--- src/rtl/rot_serial_loader_pkg.sv ---
// Shared types and sizes for the serial loader in front of the 16-bit barrel rotator.
package rot_pkg;

    localparam int unsigned W          = 16;  // data word width (only 16 supported)
    localparam int unsigned NW         = 4;   // rotation-amount width, log2(W)
    localparam int unsigned FRAME_BITS = 20;  // NW amount bits + W data bits
    localparam int unsigned N_LAST     = 3;   // counter value on the last amount bit
    localparam int unsigned A_LAST     = 15;  // counter value on the last data bit
    localparam int unsigned CNT_W      = 5;   // bit counter width

    typedef enum logic [2:0] {
        IDLE   = 3'd0,
        LOAD_N = 3'd1,
        LOAD_A = 3'd2,
        ROTATE = 3'd3,
        DONE   = 3'd4
    } state_t;

endpackage

--- src/rtl/rot_serial_loader_sipo_shift.sv ---
// Serial-in / parallel-out shift register, MSB first, with shift enable.
//   clk, rst : clock and asynchronous active-high reset (clears q)
//   en       : shift din into the LSB this edge
//   din      : serial input bit
//   q        : parallel contents
module sipo_shift #(
    parameter int unsigned WIDTH = 4
) (
    input  logic             clk,
    input  logic             rst,
    input  logic             en,
    input  logic             din,
    output logic [WIDTH-1:0] q
);

    // Earlier bits migrate toward the MSB as new bits arrive.
    always_ff @(posedge clk or posedge rst) begin
        if (rst) begin
            q <= '0;
        end else if (en) begin
            q <= {q[WIDTH-2:0], din};
        end
    end

endmodule

--- src/rtl/rot_serial_loader.sv ---
// Serial front/back end for the external 16-bit barrel rotator.
// Loads a 4-bit amount then a 16-bit word (both MSB first) from a serial
// stream, holds them on rot_amt/rot_data, captures rot_result, and offers
// it on a valid/ready output.
//   clk, rst       : clock, asynchronous active-high reset
//   start          : begin a frame (only seen in IDLE)
//   ser_valid/bit  : serial input bit and its qualifier
//   busy           : high whenever not IDLE
//   rot_data/amt   : registered operands to the rotator
//   rot_result     : rotator output, captured in ROTATE
//   out_valid/ready/data : downstream handshake
module rot_serial_loader
    import rot_pkg::*;
(
    input  logic          clk,
    input  logic          rst,
    input  logic          start,
    input  logic          ser_valid,
    input  logic          ser_bit,
    output logic          busy,
    output logic [W-1:0]  rot_data,
    output logic [NW-1:0] rot_amt,
    input  logic [W-1:0]  rot_result,
    output logic          out_valid,
    input  logic          out_ready,
    output logic [W-1:0]  out_data
);

    state_t             state, state_next;
    logic [CNT_W-1:0]   cnt, cnt_next;
    logic               amt_en;
    logic               data_en;
    logic               capture;
    logic               release_out;

    // State and bit counter registers.
    always_ff @(posedge clk or posedge rst) begin
        if (rst) begin
            state <= IDLE;
            cnt   <= '0;
        end else begin
            state <= state_next;
            cnt   <= cnt_next;
        end
    end

    // Next-state, counter and datapath strobes.
    always_comb begin
        state_next  = state;
        cnt_next    = cnt;
        amt_en      = 1'b0;
        data_en     = 1'b0;
        capture     = 1'b0;
        release_out = 1'b0;
        case (state)
            IDLE: begin
                // A coincident ser_valid bit is dropped on purpose.
                if (start) begin
                    state_next = LOAD_N;
                    cnt_next   = '0;
                end
            end
            LOAD_N: begin
                if (ser_valid) begin
                    amt_en = 1'b1;
                    if (cnt == CNT_W'(N_LAST)) begin
                        state_next = LOAD_A;
                        cnt_next   = '0;
                    end else begin
                        cnt_next = cnt + CNT_W'(1);
                    end
                end
            end
            LOAD_A: begin
                if (ser_valid) begin
                    data_en = 1'b1;
                    if (cnt == CNT_W'(A_LAST)) begin
                        state_next = ROTATE;
                    end else begin
                        cnt_next = cnt + CNT_W'(1);
                    end
                end
            end
            ROTATE: begin
                capture    = 1'b1;
                state_next = DONE;
            end
            DONE: begin
                if (out_valid && out_ready) begin
                    release_out = 1'b1;
                    state_next  = IDLE;
                end
            end
            default: begin
                state_next = IDLE;
                cnt_next   = '0;
            end
        endcase
    end

    assign busy = (state != IDLE);

    // Amount and data shift registers feeding the rotator.
    sipo_shift #(.WIDTH(NW)) u_amt (
        .clk (clk),
        .rst (rst),
        .en  (amt_en),
        .din (ser_bit),
        .q   (rot_amt)
    );

    sipo_shift #(.WIDTH(W)) u_data (
        .clk (clk),
        .rst (rst),
        .en  (data_en),
        .din (ser_bit),
        .q   (rot_data)
    );

    // Result capture and output handshake.
    always_ff @(posedge clk or posedge rst) begin
        if (rst) begin
            out_valid <= 1'b0;
            out_data  <= '0;
        end else if (capture) begin
            out_valid <= 1'b1;
            out_data  <= rot_result;
        end else if (release_out) begin
            out_valid <= 1'b0;
        end
    end

endmodule

--- config.mk ---
export PLATFORM = sky130hd
export DESIGN_NAME = rot_serial_loader
export DESIGN_NICKNAME = d
export VERILOG_FILES = /design/src/rtl/rot_serial_loader_pkg.sv /design/src/rtl/rot_serial_loader_sipo_shift.sv /design/src/rtl/rot_serial_loader.sv
export SDC_FILE = /design/constraint.sdc
export NUM_CORES = 1
export LEC_CHECK = 0
export CORE_MARGIN = 5
export CORE_UTILIZATION = 51
export CTS_BUF_LIST = sky130_fd_sc_hd__clkbuf_4 sky130_fd_sc_hd__clkbuf_8
export DETAILED_ROUTE_END_ITERATION = 6
export GPL_TIMING_DRIVEN = 0
export PLACE_DENSITY = 0.87
export SYNTH_ARGS = -nofsm -noshare
export SYNTH_HDL_FRONTEND = slang
export SYNTH_SLANG_ARGS = --single-unit
--- constraint.sdc ---
create_clock -name clk -period 3.4 [get_ports clk]
set_input_delay 0.34 -clock clk [delete_from_list [all_inputs] [get_ports clk]]
set_output_delay 0.34 -clock clk [all_outputs]
set_load 0.02 [all_outputs]
==> results of run 1 <==
## metrics by stage
stage | std cells | total power [mW] | hold slack [ns]
5_1_grt | 253 | 2.10 | 0.523
6_report | 253 | 1.99 | 0.508
4_1_cts | 253 | 2.01 | 0.511
3_3_place_gp | 245 | 1.63 | 0.489
2_1_floorplan | 138 | 1.28 | 0.472
3_5_place_dp | 245 | 1.67 | 0.493
## worst min-delay path by stage
stage | end | slack, ns
after floorplan | cnt[4]$_DFFE_PP0P_ | 0.47
after global placement | out_data[7]$_DFFE_PP0P_ | 0.49
after detailed placement | out_data[1]$_DFFE_PP0P_ | 0.49
after CTS | out_data[1]$_DFFE_PP0P_ | 0.51
after global routing | out_data[6]$_DFFE_PP0P_ | 0.52
final | out_data[5]$_DFFE_PP0P_ | 0.51
## flip-flops by register name, summed over array words and instances, names as in the netlist
register and count:
cnt 5, out_data 16, out_valid 1, state 3, u_amt.q 4, u_data.q 16
## per-layer routing
layer / up-vias / track usage / routed length, um
met4: 0 / 0.0313 / 30
met2: 42 / 0.283 / 2030
met1: 635 / 0.185 / 1550
met3: 5 / 0.0785 / 355
met5: - / 0 / 0
li1: 616 / - / -
## cell type report
cell class / instances / area (um^2) / share of cell area
timing repair buffer: 59 / 591 / 0.222
clock buffer: 7 / 83.8 / 0.0316
sequential: 45 / 1130 / 0.424
buffer: 5 / 36.3 / 0.0137
inverter: 5 / 18.8 / 0.00707
clock inverter: 1 / 7.51 / 0.00283
tap: 48 / 60.1 / 0.0226
multi-input combinational: 83 / 733 / 0.276
## power by group through the flow
| stage | sequential (mW) | clock [mW] | combinational (mW) |
|---|---|---|---|
| 2_1_floorplan | 0.955 | 0 | 0.321 |
| 3_3_place_gp | 0.792 | 0 | 0.834 |
| 3_5_place_dp | 0.817 | 0 | 0.858 |
| 4_1_cts | 0.809 | 0.341 | 0.864 |
| 5_1_grt | 0.829 | 0.362 | 0.912 |
| 6_report | 0.808 | 0.332 | 0.853 |
## placed cells by master, fill, tap and decap left out, types with 3 or more instances in the layout
cell,instances
nand3_1,3
clkdlybuf4s50_1,59
clkbuf_8,5
dfrtp_1,45
o21ai_0,4
a21oi_1,7
nand2b_1,3
mux2_2,36
inv_1,4
nand2_1,10
## cells by family after synthesis
logic type | share of synthesized area
compound gates | 0.0490
fa+ha+maj | 0.0131
buf+inv | 0.0288
flops | 0.588
mux | 0.212
simple gates | 0.109
==> metrics.cfg, run 1 <==
[sta]
finClkSkew_ns=0.00887
period_share=0.635
worst_pin_slew_ns=0.904
setup_viol=0
setup_tns_ns=0
period_minus_slack_ns=2.16
timing.final.ws_setup_ns=1.24
timing_hold_violations_final=0
drv_slew=0
fmax_mhz=463
rsz0062_at_grt=no
max_slew_margin=0.396

[logic_synthesis]
yosysTopAreaCellShare=0.588
ys_types=28
syn_area_per_cell_um2=13.9
ys_warn_count=0
syn_area_um2=1910
synth.most_common_cell=dfrtp_1
synth-seq-cells=45
synth-edff-count=0
synth_top_cells_by_count=dfrtp_1, mux2_2, nand2_1, a21oi_1, inv_1
synthesis.nets=162
synth_top_cell_by_area=dfrtp_1
seq_area_frac_synth=0.588
synthTopCellsByArea=dfrtp_1, mux2_2, nand2_1
synth_top_flop_cell=dfrtp_1
syn_inst=138
async_reset_ff_frac=1.00

[worst_setup_path]
timing.rr.end=cnt[0]$_DFFE_PP0P_
cpMaxStageDelayCell=clkdlybuf4s50_1
critPathTopFamily=buffers and inverters
arrival_ns=1.82
reg2regPathDepth=7
cp-startpoint=state[2]$_DFFE_PP0P_
slowest_delay_ns=0.56
endpoint_kind=output pin
critical_path_buf_inv_count=2
path_class=register to output pin
reg2reg_slack_ns=1.27
crit_path_start_kind=register
crit_required_ns=3.06
path_cells=buf_2 -> or3_1 -> clkdlybuf4s50_1
path_max_fanout=10
worst-path-stages=3
timing.critical_path.to=busy
reg2reg_from=cnt[0]$_DFFE_PP0P_

[routing]
first_pass_iters=4
wire_per_inst_um=15.7
vias=1298
drtAntennaViolNets=0
drc_errors=0
avgViaCountPerCell=5.13
drt_wl_total_um=3970
drt_iter0_markers=42

[pwr]
p_leak_nw=1.17
internal_power_mw=1.30
p_per_area_nw_per_um2=750
swShare=0.347
power.share.clock=0.167
combPwrFrac=0.428
p_seq_frac=0.405
ir_drop_v=0.000770
p_sw_mw=0.691

[placement]
place_ws_ns=1.26
io_buffers=59
dp_hpwl_um=3030
place_area_um2=2560
place_congestion=0.809

[clocking]
worstSkewPairLatency_ns=0.29
ctsResizeCount=0
cts_buffers=5
cts_max_path_buffers=2
clock_sinks=45
htreeDepth=2
cts_tree=built
clk_pin_slew_ns=0.08
ctsRootBufferMaster=clkbuf_8
postCtsSetupBuffers=0
hold_buffers=0

[final_layout]
syn_to_final_growth_pct=38.8
nets=228
finalInstanceArea_um2=2660
utilization=0.726
diodes=0
drive_gt1_frac=0.273
fillers=254

[floorplan]
die_h_um=71.3
die_area_um2=5080
die_x_um=71.3
initial_utilization=0.523
core_um2=3660
pin_count=60
rows=22

[global_routing]
grt_util_all_layers=0.164
grt_pass1_vias=1346
grt_overflow=0
grt_first_pass_wirelength_um=6540
grt_max_degree=46
antenna_found_initial=0

[hold_path]
min_path_type=register to register
hold_depth=1
hp-start=out_data[5]$_DFFE_PP0P_

[outcome]
status=finished, final reports clean

[run]
maxCapViolations=0

Note: power is estimated with default switching activity, not from simulation.
==> inputs of run 2 (changes only) <==
Settings changed: CORE_UTILIZATION 51 to 43, PLACE_DENSITY 0.87 to 0.78.
Clock period 3.4 ns to 1.9 ns, I/O delays scaled along.
==> metrics.cfg, run 2 (synthesis results as in run 1) <==
[outcome]
status=finished, final reports clean

[routing]
vias=1372
first_pass_iters=4
drt_wl_total_um=4360
drtAntennaViolNets=0
avgViaCountPerCell=5.20
drt_iter0_markers=86
drc_errors=0
wire_per_inst_um=16.5

[final_layout]
syn_to_final_growth_pct=45.9
diodes=0
fillers=321
largestRegisters=out_data (16), u_data.q (16), cnt (5)
final_cell_mix=clkdlybuf4s50_1, dfrtp_1, mux2_2, buf_4, nand2_1
drive_gt1_frac=0.340
final_common_cell=clkdlybuf4s50_1
utilization=0.646
nets=235

[sta]
fmax_mhz=531
period_share=0.992
period_minus_slack_ns=1.89
finClkSkew_ns=0.00636
timing.final.ws_setup_ns=0.0150
worst_pin_slew_ns=0.921
rsz0062_at_grt=yes
timing_hold_violations_final=0
setup_viol=0
max_slew_margin=0.385
drv_slew=0
setup_tns_ns=0

[clocking]
ctsRootBufferMaster=clkbuf_8
htreeDepth=2
cts_buffers=5
cts_tree=built
worstSkewPairLatency_ns=0.30
clk_pin_slew_ns=0.08
cts_max_path_buffers=2
clock_sinks=45

[worst_setup_path]
cp-startpoint=cnt[1]$_DFFE_PP0P_
crit_required_ns=2.13
endpoint_kind=register
arrival_ns=2.11
path_max_fanout=4
reg2reg_from=cnt[1]$_DFFE_PP0P_
crit_path_start_kind=register
reg2reg_slack_ns=0.01
path_class=register to register

[placement]
dp_hpwl_um=3140
place_congestion=0.852
io_buffers=59
place_ws_ns=-0.226

[pwr]
total_power_mw=3.86
ir_drop_v=0.000852
p_per_area_nw_per_um2=1380
p_leak_nw=1.23

[floorplan]
pin_count=60
die_area_um2=5890
initial_utilization=0.443
die_h_um=76.7
rows=24
die_x_um=76.7
core_um2=4320

[global_routing]
grt_pass1_vias=1530
grt_max_degree=46
grt_util_all_layers=0.153
grt_first_pass_wirelength_um=7200
grt_overflow=0
antenna_found_initial=0

[hold_path]
min_path_type=primary input to async pin

[run]
maxCapViolations=0

==> run 2: final timing paths <==
path	endpoint	cells past startpoint
max	cnt[0]$_DFFE_PP0P_	9
max reg2reg	cnt[0]$_DFFE_PP0P_	9
min	out_data[6]$_DFFE_PP0P_	2
min reg2reg	out_data[12]$_DFFE_PP0P_	1
min in group clk	out_data[8]$_DFFE_PP0P_	2
max in group asynchronous	u_data.q[7]$_DFFE_PP0P_	2
==> run 2: critical path, cell delays in order, from the launching register on <==
cell	delay [ns]
dfrtp_1	0.38
ha_2	0.20
and3_4	0.20
ha_4	0.13
and4bb_2	0.25
nor4b_4	0.27
buf_4	0.19
buf_6	0.11
nand2_2	0.03
o21ai_1	0.06
==> run 2: report_power, final <==
group	switching [mW]	total, mW	internal [mW]
Clock	0.325	0.752	0.428
Sequential	0.183	1.43	1.24
Combinational	0.793	1.68	0.887
Total	1.30	3.86	2.56
==> run 2: repair_timing <==
item / CTS / global route
hold buffers: 0 / 0
pin swaps: 2 / 8
setup endpoints to repair: 6 / 5
gates resized for setup: 5 / 10
setup buffers: 4 / 3
==> run 2: layout make-up <==
type	count	area, um^2	share of cell area
well taps	52	65.1	0.0233
repair buffers	66	646	0.231
flip-flops and latches	45	1130	0.403
inverters	5	18.8	0.00672
clock inverters	2	37.5	0.0134
clock buffers	6	82.6	0.0296
multi-input cells	83	781	0.280
plain buffers	5	36.3	0.0130
==> run 2: layer usage <==
layer  track usage  routed length, um
met1         0.159               1670
met2         0.253               2150
met3        0.0785                403
met4        0.0752                133
met5             0                  0
==> run 2: per-stage QoR <==
step           std cells  hold WS [ns]  instance area [um^2]
6_report             264         0.412                  2790
5_1_grt              264         0.491                  2790
3_5_place_dp         249         0.493                  2570
2_1_floorplan        138         0.341                  1910
4_1_cts              261         0.447                  2730
3_3_place_gp         249         0.487                  2570
